<file path="config.mk">
export PLATFORM = sky130hd
export DESIGN_NAME = memory_game_ctrl
export DESIGN_NICKNAME = d
export VERILOG_FILES = /design/src/rtl/memory_game_ctrl.sv
export SDC_FILE = /design/constraint.sdc
export NUM_CORES = 1
export LEC_CHECK = 0
export ABC_AREA = 0
export BUFFER_PORTS_ARGS = -buffer_cell sky130_fd_sc_hd__buf_2
export CORE_UTILIZATION = 41
export CTS_BUF_LIST = sky130_fd_sc_hd__clkbuf_4
export DETAILED_ROUTE_END_ITERATION = 8
export SYNTH_ARGS = -nofsm -noshare
export SYNTH_HDL_FRONTEND = slang
export SYNTH_SLANG_ARGS = --single-unit
export TNS_END_PERCENT = 1
</file>
<file path="constraint.sdc">
create_clock -name clk -period 3.65 [get_ports clk]
set_clock_uncertainty 0.15 [all_clocks]
set_input_delay 0.1825 -clock clk [delete_from_list [all_inputs] [get_ports clk]]
set_output_delay 0.1825 -clock clk [all_outputs]
set_load 0.01 [all_outputs]
</file>
<file path="src/rtl/memory_game_ctrl.sv">
// memory_game_ctrl: hit-tests clicks on a 4x2 tile grid and sequences flip/compare/hide
// for an 8-tile memory game; face_up selects image (1) or background (0) per tile.
module memory_game_ctrl #(
    parameter int N_COLS      = 4,
    parameter int N_ROWS      = 2,
    parameter int X0          = 100,
    parameter int Y0          = 100,
    parameter int A_SIDE      = 150,
    parameter int B_SIDE      = 200,
    parameter int GAP         = 40,
    parameter int SHOW_CYCLES = 65_000_000
) (
    input  logic        clk,
    input  logic        rst,
    input  logic        MouseLeft,
    input  logic [11:0] xpos,
    input  logic [11:0] ypos,
    input  logic [23:0] card_id,
    input  logic        new_game,
    output logic [7:0]  face_up,
    output logic [7:0]  matched,
    output logic [7:0]  moves,
    output logic        game_done
);
    localparam int CW = (SHOW_CYCLES > 1) ? $clog2(SHOW_CYCLES) : 1;

    typedef enum logic [2:0] {IDLE, ONE_UP, COMPARE, SHOW, CHECK, DONE} state_t;

    state_t        state;
    logic          mouse_q;
    logic [CW-1:0] cnt;
    logic [2:0]    first;
    logic [2:0]    second;
    logic [12:0]   x;
    logic [12:0]   y;
    logic          hit;
    logic [2:0]    hit_idx;
    logic          pick;

    assign x = {1'b0, xpos};
    assign y = {1'b0, ypos};

    // 13-bit bounds keep X0+offset+A_SIDE from wrapping
    always_comb begin
        hit = 1'b0;
        hit_idx = '0;
        for (int r = 0; r < N_ROWS; r++)
            for (int c = 0; c < N_COLS; c++)
                if (x >= 13'(X0 + c*(A_SIDE+GAP)) && x <= 13'(X0 + c*(A_SIDE+GAP) + A_SIDE) &&
                    y >= 13'(Y0 + r*(B_SIDE+GAP)) && y <= 13'(Y0 + r*(B_SIDE+GAP) + B_SIDE)) begin
                    hit = 1'b1;
                    hit_idx = 3'(r*N_COLS + c);
                end
    end

    assign pick = MouseLeft & ~mouse_q & hit & ~matched[hit_idx] & ~face_up[hit_idx];

    always_ff @(posedge clk or posedge rst) begin
        if (rst) begin
            state     <= IDLE;
            mouse_q   <= 1'b0;
            face_up   <= '0;
            matched   <= '0;
            moves     <= '0;
            game_done <= 1'b0;
            cnt       <= '0;
            first     <= '0;
            second    <= '0;
        end else begin
            mouse_q <= MouseLeft;
            if (new_game) begin
                state     <= IDLE;
                face_up   <= '0;
                matched   <= '0;
                moves     <= '0;
                game_done <= 1'b0;
                cnt       <= '0;
            end else begin
                case (state)
                    IDLE: if (pick) begin
                        face_up[hit_idx] <= 1'b1;
                        first <= hit_idx;
                        state <= ONE_UP;
                    end
                    ONE_UP: if (pick) begin
                        face_up[hit_idx] <= 1'b1;
                        second <= hit_idx;
                        state <= COMPARE;
                    end
                    COMPARE: begin
                        moves <= moves + 8'(moves != 8'hFF);
                        if (card_id[3*first +: 3] == card_id[3*second +: 3]) begin
                            matched[first]  <= 1'b1;
                            matched[second] <= 1'b1;
                            state <= CHECK;
                        end else begin
                            cnt   <= CW'(SHOW_CYCLES - 1);
                            state <= SHOW;
                        end
                    end
                    SHOW: if (cnt == '0) begin
                        face_up[first]  <= 1'b0;
                        face_up[second] <= 1'b0;
                        state <= IDLE;
                    end else
                        cnt <= cnt - 1'b1;
                    CHECK: begin
                        game_done <= &matched;
                        state <= (&matched) ? DONE : IDLE;
                    end
                    default: ;
                endcase
            end
        end
    end
endmodule
</file>
==> impl_metrics.ini <==
[detailed_routing]
vias = 4306
ant_nets = 0
drt-total-wl_um = 12000
drtIter0Drc = 304
drc_errors = 0
viasPerCell = 6.06
wl_per_cell_um = 16.9
first_pass_iters = 6

[hold_path]
hold_path.startpoint = ypos[9]
holdCritPathClass = primary input to flop

[synth]
synth_area_um2 = 4440
ys_warn_count = 0
syn-num-nets = 561
synthFlopType = dfrtp_1
postSynthCellCount = 506
yosysUniqueCellTypes = 77
async_reset_ff_share_pct = 100
synth_seq_cells = 61
yosysSeqAreaShare_pct = 34.4
synth_edf_count = 0
post_synth.cell_area_avg_um2 = 8.77

[layout]
final_nets = 624
drive_gt1_share_pct = 23.2
layout_commonest_cell = buf_2
antennaDiodeCount = 0
final_cell_mix = buf_2 (76), dfrtp_1 (61), nor2_1 (51), a21oi_1 (35), nand2_1 (30)
stdcell_count = 710
area_growth_pct = 13.4

[clock_tree]
cts_resized = 0
cts_buffer_depth = 2
cts_buffers = 9
clock_latency_ps = 420
clockRootBuffer = clkbuf_4
htreeDepth = 3
clk_pin_slew_ps = 110
cts_tree = built
clock_sinks = 61

[timing]
grt_setup_unrepaired = false
tightest_slew_ps = 909
hold_violations = 0
fmax_ghz = 0.323
finalMaxSlewViolations = 0
final.setup.tns_ps = 0
max_slew_margin_pct = 39.4
fin_crit_sh_pct = 84.8
setup_slack_ps = 554
finalSetupViolCount = 0
period_needed_ps = 3100

[worst_setup_path]
arrival_ps = 3270
startpoint = second[0]
slowest_stage = dfrtp_1
r2r-start = second[0]
critPathKind = flop to flop
max_stage_delay_ps = 760
crit_fanout = 18
startpoint_type = flop
path_cells = mux2i_1, nor3b_1, a2111oi_1, buf_4, xor2_1, o31ai_2, nand2_1, a311oi_1
cp.required_ps = 3830
worst_setup_path_end_kind = flop

[power_and_ir_drop]
total_power_w = 0.00129
swShare_pct = 27.7
peakVddDrop_uv = 126
seq_power_share_pct = 52.5
p_leak_nw = 2.24
powerDensity_nw_per_um2 = 257
switching_power_w = 0.000357
pwr-share-comb_pct = 10.6
internal_power_w = 0.000933
clock_power_share_pct = 36.9

[job]
max_cap_violations = 0

[floorplanning]
die_x_um = 106
num_io_pins = 77
initial_utilization_pct = 42.6
rows = 37
core-area_um2 = 10400
die_area_um2 = 11200
die_h_um = 106

[global_route]
grtUsageTotal_pct = 22.7
first_global_vias = 4025
grt_overflow = 0
grt_antenna_before_repair = 0
grt_pass1_wl_um = 20400
grt_max_degree = 46

[place]
dp_cells = 692
gp_congestion = 0.845
portBuffers = 76
place_ws_ps = 535
hpwlAfterDp_um = 8560

[run_status]
status = finished, final reports clean
-- final cells by class --
cell class / count / area [um^2]
clock inverters: 7 / 66.3
flip-flops and latches: 61 / 1530
repair buffers: 85 / 453
fillers: 1035 / 5390
inverters: 12 / 45.0
well taps: 136 / 170
clock buffers: 9 / 67.6
multi-input cells: 400 / 2700
-- cells in the mapped netlist, types with 6 or more instances --
master | count | area (um^2)
o31ai_1 | 6 | 45.0
nand4_1 | 7 | 43.8
nor3_1 | 25 | 125
o21ai_0 | 23 | 115
xor2_1 | 7 | 61.3
nor4_1 | 8 | 50.1
inv_1 | 12 | 45.0
a311oi_1 | 9 | 78.8
mux2_2 | 6 | 67.6
or2_2 | 8 | 50.1
a31oi_1 | 8 | 50.1
and3_1 | 10 | 62.6
or3_1 | 13 | 81.3
clkbuf_1 | 20 | 75.1
nand2_1 | 30 | 113
nand3_1 | 16 | 80.1
nand2b_1 | 6 | 37.5
a21oi_1 | 35 | 175
buf_2 | 8 | 40.0
o211ai_1 | 8 | 60.1
dfrtp_1 | 61 | 1530
nor2_1 | 51 | 191
mux2i_1 | 10 | 100
o21a_1 | 16 | 120
-- worst max-delay path: cells and delay by family (launching register included) --
family | cells | cell delay, ps
simple gates | 2 | 440
compound gates | 3 | 1100
xor+xnor | 1 | 90
buf+inv | 1 | 210
flops | 1 | 760
mux | 1 | 250
-- cell families after synthesis --
logic type / Yosys count / share of synthesized area, %
mux: 22 / 6.99
xor+xnor: 10 / 1.97
fa+ha+maj: 3 / 0.846
flops: 61 / 34.4
compound gates: 156 / 25.2
buf+inv: 45 / 4.71
simple gates: 209 / 25.9
-- stage by stage --
| step | util, % | hold slack (ps) | instance area [um^2] |
|---|---|---|---|
| after detailed placement | 46.8 | 159 | 4880 |
| after global placement | 46.8 | 155 | 4880 |
| after floorplan | - | 63.9 | 4440 |
| after global routing | 48.3 | 226 | 5030 |
| final | 48.3 | 220 | 5030 |
| after CTS | 48.3 | 216 | 5030 |
-- metal layers --
layer | track usage (%) | up-vias | part of all wire (%)
met1 | 32.7 | 2050 | 47
li1 | - | 2075 | -
met4 | 6.45 | 0 | 1.3
met3 | 3.86 | 17 | 6.3
met5 | 0 | - | 0
met2 | 35.1 | 164 | 46
-- worst paths after layout --
path,to,slack [ps],depth (start not counted)
max,cnt[6],550,8
min,face_up[7],220,4
max reg2reg,cnt[6],550,8
min reg2reg,cnt[11],360,1
max in group asynchronous,mouse_q,2200,4
min in group asynchronous,moves[5],310,3
-- power groups by stage --
stage | sequential (W) | combinational [W] | clock (W)
2_1_floorplan | 0.000690 | 0.0000787 | 0
3_5_place_dp | 0.000691 | 0.000136 | 0
4_1_cts | 0.000678 | 0.000138 | 0.000488
6_report | 0.000678 | 0.000137 | 0.000476
3_3_place_gp | 0.000691 | 0.000133 | 0
5_1_grt | 0.000678 | 0.000152 | 0.000517
-- registers in the layout, indices dropped and copies added, names as in the netlist --
name       flops
cnt           26
face_up        8
matched        8
moves          8
first          3
second         3
state          3
game_done      1
mouse_q        1
-- what timing repair did --
item	in CTS	in global routing
setup buffers	0	0
hold buffers	2	0
endpoints found under the hold margin	40	0
No activity file was read; power rests on OpenSTA's default activity.
